**config.mk**
```make
export PLATFORM = sky130hd
export DESIGN_NAME = uart_tx_8n1_flat
export DESIGN_NICKNAME = d
export VERILOG_FILES = /design/src/rtl/uart_tx_8n1_if.sv /design/src/rtl/uart_tx_8n1.sv /design/src/flat_wrapper.sv
export SDC_FILE = /design/constraint.sdc
export NUM_CORES = 1
export LEC_CHECK = 0
export CAP_MARGIN = 20
export CORE_ASPECT_RATIO = 1.1
export CORE_MARGIN = 1.5
export CORE_UTILIZATION = 50
export CTS_BUF_LIST = sky130_fd_sc_hd__clkbuf_4
export DETAILED_ROUTE_END_ITERATION = 12
export PLACE_DENSITY = 0.69
export SLEW_MARGIN = 30
export SYNTH_ARGS = -nofsm -noshare
export SYNTH_HDL_FRONTEND = slang
export SYNTH_SLANG_ARGS = --single-unit
export TNS_END_PERCENT = 10
```
**constraint.sdc**
```tcl
create_clock -name pin3_clk_16mhz -period 2.2 [get_ports pin3_clk_16mhz]
set_clock_uncertainty 0.2 [all_clocks]
set_input_delay 0.22 -clock pin3_clk_16mhz [delete_from_list [all_inputs] [get_ports pin3_clk_16mhz]]
set_output_delay 0.22 -clock pin3_clk_16mhz [all_outputs]
set_load 0.02 [all_outputs]
```
**src/rtl/uart_tx_8n1_if.sv**
```systemverilog
`default_nettype none
// ============================================================================
// Module      : uart_tx_8n1_if
// Description : Byte handshake between a producer and the UART transmitter.
//               The producer drives tx_data/tx_valid; the transmitter answers
//               with tx_ready. A byte moves on an edge where both are high.
// Revision    : 1.0 - initial release
// ============================================================================
interface uart_tx_8n1_if;
    logic [7:0] tx_data;
    logic       tx_valid;
    logic       tx_ready;

    // Producer side
    modport master (
        output tx_data,
        output tx_valid,
        input  tx_ready
    );

    // Transmitter side
    modport slave (
        input  tx_data,
        input  tx_valid,
        output tx_ready
    );
endinterface
`default_nettype wire

```
**src/rtl/uart_tx_8n1.sv**
```systemverilog
`default_nettype none
// ============================================================================
// Module      : uart_tx_8n1
// Description : Byte-serial asynchronous transmitter. Accepts a byte over a
//               valid/ready handshake and shifts it out LSB first framed by
//               a start bit, optional parity bit and one or two stop bits.
//               The serial line is registered and idles high.
// Revision    : 1.0 - initial release
// ============================================================================
module uart_tx_8n1 #(
    parameter int CLKS_PER_BIT = 138,
    parameter int PARITY       = 0,
    parameter int STOP_BITS    = 1
) (
    input  wire logic      pin3_clk_16mhz,
    input  wire logic      reset,
    uart_tx_8n1_if.slave   s_tx,
    output logic           tx,
    output logic           busy
);

    // ------------------------------------------------------------------
    // Parameter legality
    // ------------------------------------------------------------------
    generate
        if (CLKS_PER_BIT < 2) begin : g_bad_clks_per_bit
            $error("uart_tx_8n1: CLKS_PER_BIT must be >= 2");
        end
        if ((PARITY < 0) || (PARITY > 2)) begin : g_bad_parity
            $error("uart_tx_8n1: PARITY must be 0, 1 or 2");
        end
        if ((STOP_BITS != 1) && (STOP_BITS != 2)) begin : g_bad_stop_bits
            $error("uart_tx_8n1: STOP_BITS must be 1 or 2");
        end
    endgenerate

    // ------------------------------------------------------------------
    // Constants
    // ------------------------------------------------------------------
    localparam int                c_CNT_W     = (CLKS_PER_BIT > 1) ? $clog2(CLKS_PER_BIT) : 1;
    localparam logic [c_CNT_W-1:0] c_CNT_MAX  = c_CNT_W'(CLKS_PER_BIT - 1);
    localparam logic [c_CNT_W-1:0] c_CNT_ONE  = c_CNT_W'(1);
    localparam logic              c_HAS_PAR   = (PARITY != 0);
    localparam logic              c_ODD_PAR   = (PARITY == 2);
    localparam logic              c_LAST_STOP = (STOP_BITS == 2);

    typedef enum logic [2:0] {
        S_IDLE   = 3'd0,
        S_START  = 3'd1,
        S_DATA   = 3'd2,
        S_PARITY = 3'd3,
        S_STOP   = 3'd4
    } state_t;

    // ------------------------------------------------------------------
    // State
    // ------------------------------------------------------------------
    state_t               r_state;
    state_t               w_state_next;
    logic [c_CNT_W-1:0]   r_cnt;
    logic [c_CNT_W-1:0]   w_cnt_next;
    logic [2:0]           r_idx;
    logic [2:0]           w_idx_next;
    logic                 r_stop_idx;
    logic                 w_stop_idx_next;
    logic [7:0]           r_shift;
    logic [7:0]           w_shift_next;
    logic                 r_par;
    logic                 w_par_next;
    logic                 r_tx;
    logic                 w_tx_next;
    logic                 r_ready;
    logic                 w_ready_next;

    logic                 w_handshake;
    logic                 w_bit_end;

    assign w_handshake = s_tx.tx_valid & r_ready;
    assign w_bit_end   = (r_cnt == c_CNT_MAX);

    // Next-state, baud counter, shift register and next line level
    always_comb begin
        w_state_next    = r_state;
        w_cnt_next      = r_cnt + c_CNT_ONE;
        w_idx_next      = r_idx;
        w_stop_idx_next = r_stop_idx;
        w_shift_next    = r_shift;
        w_par_next      = r_par;
        w_tx_next       = r_tx;

        case (r_state)
            S_IDLE: begin
                w_cnt_next = '0;
                w_tx_next  = 1'b1;
                if (w_handshake) begin
                    // Start bit appears on the same edge the byte is taken
                    w_state_next = S_START;
                    w_tx_next    = 1'b0;
                    w_shift_next = s_tx.tx_data;
                    w_par_next   = (^s_tx.tx_data) ^ c_ODD_PAR;
                end
            end

            S_START: begin
                if (w_bit_end) begin
                    w_state_next = S_DATA;
                    w_cnt_next   = '0;
                    w_idx_next   = 3'd0;
                    w_tx_next    = r_shift[0];
                end
            end

            S_DATA: begin
                if (w_bit_end) begin
                    w_cnt_next = '0;
                    if (r_idx == 3'd7) begin
                        if (c_HAS_PAR) begin
                            w_state_next = S_PARITY;
                            w_tx_next    = r_par;
                        end else begin
                            w_state_next    = S_STOP;
                            w_tx_next       = 1'b1;
                            w_stop_idx_next = 1'b0;
                        end
                    end else begin
                        // Shift and present the following bit in one step
                        w_idx_next   = r_idx + 3'd1;
                        w_shift_next = {1'b0, r_shift[7:1]};
                        w_tx_next    = r_shift[1];
                    end
                end
            end

            S_PARITY: begin
                if (w_bit_end) begin
                    w_state_next    = S_STOP;
                    w_cnt_next      = '0;
                    w_tx_next       = 1'b1;
                    w_stop_idx_next = 1'b0;
                end
            end

            S_STOP: begin
                w_tx_next = 1'b1;
                if (w_bit_end) begin
                    w_cnt_next = '0;
                    if (r_stop_idx == c_LAST_STOP) begin
                        w_state_next = S_IDLE;
                    end else begin
                        w_stop_idx_next = 1'b1;
                    end
                end
            end

            default: begin
                w_state_next = S_IDLE;
                w_cnt_next   = '0;
                w_tx_next    = 1'b1;
            end
        endcase
    end

    // Ready is registered so it stays low through reset and rises one edge later
    assign w_ready_next = (w_state_next == S_IDLE);

    // State register; reset wins over any simultaneous handshake
    always_ff @(posedge pin3_clk_16mhz) begin
        if (reset) begin
            r_state    <= S_IDLE;
            r_cnt      <= '0;
            r_idx      <= 3'd0;
            r_stop_idx <= 1'b0;
            r_shift    <= 8'h00;
            r_par      <= 1'b0;
            r_tx       <= 1'b1;
            r_ready    <= 1'b0;
        end else begin
            r_state    <= w_state_next;
            r_cnt      <= w_cnt_next;
            r_idx      <= w_idx_next;
            r_stop_idx <= w_stop_idx_next;
            r_shift    <= w_shift_next;
            r_par      <= w_par_next;
            r_tx       <= w_tx_next;
            r_ready    <= w_ready_next;
        end
    end

    assign tx             = r_tx;
    assign busy           = (r_state != S_IDLE);
    assign s_tx.tx_ready  = r_ready;

endmodule
`default_nettype wire

```
**src/flat_wrapper.sv**
```systemverilog
// flat-port wrapper written by rule: the top's interface ports become plain ports
module uart_tx_8n1_flat 
#(
    parameter int CLKS_PER_BIT = 138,
    parameter int PARITY       = 0,
    parameter int STOP_BITS    = 1
)
  (pin3_clk_16mhz, reset, tx, busy, s_tx_tx_data, s_tx_tx_valid, s_tx_tx_ready);
  uart_tx_8n1_if s_tx_i ();
  input  wire logic pin3_clk_16mhz;
  input  wire logic reset;
  output logic tx;
  output logic busy;
  input wire logic [$bits(s_tx_i.tx_data)-1:0] s_tx_tx_data;
  input wire logic [$bits(s_tx_i.tx_valid)-1:0] s_tx_tx_valid;
  output wire logic [$bits(s_tx_i.tx_ready)-1:0] s_tx_tx_ready;
  assign s_tx_i.tx_data = s_tx_tx_data;
  assign s_tx_i.tx_valid = s_tx_tx_valid;
  assign s_tx_tx_ready = s_tx_i.tx_ready;
  uart_tx_8n1 #(.CLKS_PER_BIT(CLKS_PER_BIT), .PARITY(PARITY), .STOP_BITS(STOP_BITS)) u_core (.pin3_clk_16mhz(pin3_clk_16mhz), .reset(reset), .s_tx(s_tx_i), .tx(tx), .busy(busy));
endmodule
```
==> metrics.yaml <==
status: "completed"
post-cts-setup-buffers: 0
place_ws_ns: 0.170
period_share: 0.935
htreeDepth: 1
fp.dieW_um: 51.2
setup_violations: 0
ant_nets: 0
yosysMostFrequentCell: "dfxtp_1"
nNetsFinal: 163
cts-root-buf: "clkbuf_4"
critPathKind: "reg2reg"
grt_start_max_net_pins: 16
fin_cells: 178
drt-initial-drc-count: 11
die_h_um: 56.0
viasPerCell: 5.60
critPathMaxFanout: 11
grt_use_met2: 0.319
cp-startpoint: "u_core.r_state[0]"
wl_mm: 2.31
hp-class: "reg2reg"
fin_util: 0.595
dp_hpwl_mm: 1.72
ys_top_cells_by_count: "24 x dfxtp_1, 14 x nor2_1, 11 x inv_1"
cp-start-kind: "flop"
overflow: 0
dr.pass1.iters: 4
die_area_um2: 2870
gp_congestion: 0.827
antenna_found_initial: 0
rsz0062_at_grt: "false"
whs_ns: 0.285
core-area_um2: 2470
synth_top_area_frac: 0.376
met1_usage: 0.221
grt_pass1_wl_mm: 4.07
clock_path_buffers: 2
critPathRequiredTime_ns: 2.24
path_clk_slew_ns: 0.14
p_int_mw: 0.694
min_to: "u_core.r_shift[0]"
r2r_cells: 4
max_cap_violations: 0
synth-seq-cells: 24
rows: 19
grt_pass1_vias: 948
syn-cell-area_um2: 1280
report.final.hold_viol_count: 0
drc_errors: 0
areaGrowthSynthToFinish_pct: 15.1
max_freq_mhz: 486
async_reset_ff_frac: 0
power.density_nw_per_um2: 608
switchingPower_mw: 0.200
syn_nets: 150
synth_top_cell_by_area: "dfxtp_1"
min-delay-start: "u_core.r_shift[0]"
io_pins: 14
synth_edf_count: 0
synth_top_flop_cell: "dfxtp_1"
leakagePower_nw: 0.541
clkSinkCount: 24
num_vias: 997
placed_cell_area_um2: 1420
n_antenna_cell: 0
cts_buffers: 3
ctsHoldBuffers: 0
ys_types: 35
finalCriticalPeriod_ns: 2.06
end_kind: "flop"
wl_per_cell_um: 13.0
cp.arrival_ns: 2.10
top_usage_layer: "met2"
place_inst: 174
cts_tree: "done"
postSynthCellCount: 135
peakVddDrop_mv: 0.466
p_clk_frac: 0.354
fin_area_um2: 1470
start_util: 0.517
r2r-end: "u_core.r_shift[5]"
r2r-start: "u_core.r_state[0]"
power_frac_seq: 0.522
comb_power_share: 0.124
synth.avg_cell_area_um2: 9.46
worst_slew_pin_slew_ns: 0.542
ys_seq_area_frac: 0.376
synth_warnings: 0
yosys-top-cells-area: "dfxtp_1 38%, a221oi_2 8.2%, a211oi_2 6.9%"
ff2ff_setup_slack_ns: 0.14
port_buffers: 13
max-slew-margin-rel: 0.639
track_usage: 0.184
clock_latency_ns: 0.31
grtUsageMet3: 0.0323
finalPower_mw: 0.894
slew_viol_final: 0
layout-drive-gt1-share: 0.170
finalSetupTns_ns: 0
setup_slack_ns: 0.143
hold_depth: 2
sw_frac_of_total: 0.224
==> layout make-up <==
cell class,count,area [µm²]
multi-input cells,91,694
fillers,231,1000
inverters,11,41.3
well taps,31,38.8
repair buffers,17,163
clock inverters,1,30.0
flip-flops and latches,24,480
clock buffers,3,22.5
==> power groups by stage <==
stage / sequential [mW] / combinational [mW] / clock, mW
5_1_grt: 0.470 / 0.122 / 0.345
6_report: 0.467 / 0.111 / 0.316
4_1_cts: 0.467 / 0.112 / 0.328
2_1_floorplan: 0.476 / 0.0804 / 0
3_3_place_gp: 0.476 / 0.109 / 0
3_5_place_dp: 0.477 / 0.112 / 0
==> cell families after synthesis <==
kind of cell    after synthesis  synth area share
compound gates               26             0.211
xor+xnor                      6            0.0411
fa+ha+maj                     4            0.0392
buf+inv                      20            0.0803
flops                        24             0.376
mux                           1           0.00784
simple gates                 54             0.245
==> registers in the layout, summed over array words and instances (netlist names) <==
name / cells
u_core.r_cnt: 8
u_core.r_idx: 3
u_core.r_shift: 8
u_core.r_state: 3
u_core.tx: 1
u_core.s_tx.tx_ready: 1
==> critical path, cell delays in order (launching register included) <==
cell and delay, ns:
dfxtp_1 0.41, or3_1 0.42, or2_1 0.45, and2_4 0.28, a211oi_2 0.23
==> layout by cell type (no fill, tap or decap), types with 2 or more instances in the layout <==
cell,instances
a221oi_2,7
inv_1,11
o32ai_1,2
ha_1,4
a21oi_1,3
a211oi_2,7
nand2b_1,2
buf_4,4
o21ai_0,3
clkdlybuf4s50_1,12
nand2_1,5
nand3_1,7
nor2b_1,10
dfxtp_1,24
xor2_1,5
a211oi_1,3
and3_1,3
nor2_1,14
clkbuf_4,3
==> per-layer routing <==
metal  share of wire  routed length [µm]
met2            0.51                1190
met5               0                   0
met4           0.010                  23
met1            0.44                1020
met3           0.033                  77
==> repair_timing <==
action | in CTS | in global routing
resized for setup | 0 | 1
endpoints found under the hold margin | 0 | 0
endpoints found under the setup margin | 0 | 1
==> how the worst max path moves through the flow <==
| stage | endpoint | slack, ns |
|---|---|---|
| finish | u_core.r_shift[5] | 0.14 |
| global placement | u_core.r_shift[4] | 0.24 |
| CTS | busy | 0.06 |
| floorplan | u_core.r_shift[0] | 0.26 |
| detailed placement | u_core.r_shift[5] | 0.17 |
| global route | u_core.r_shift[2] | 0.07 |
No activity file was read; power rests on OpenSTA's default activity.
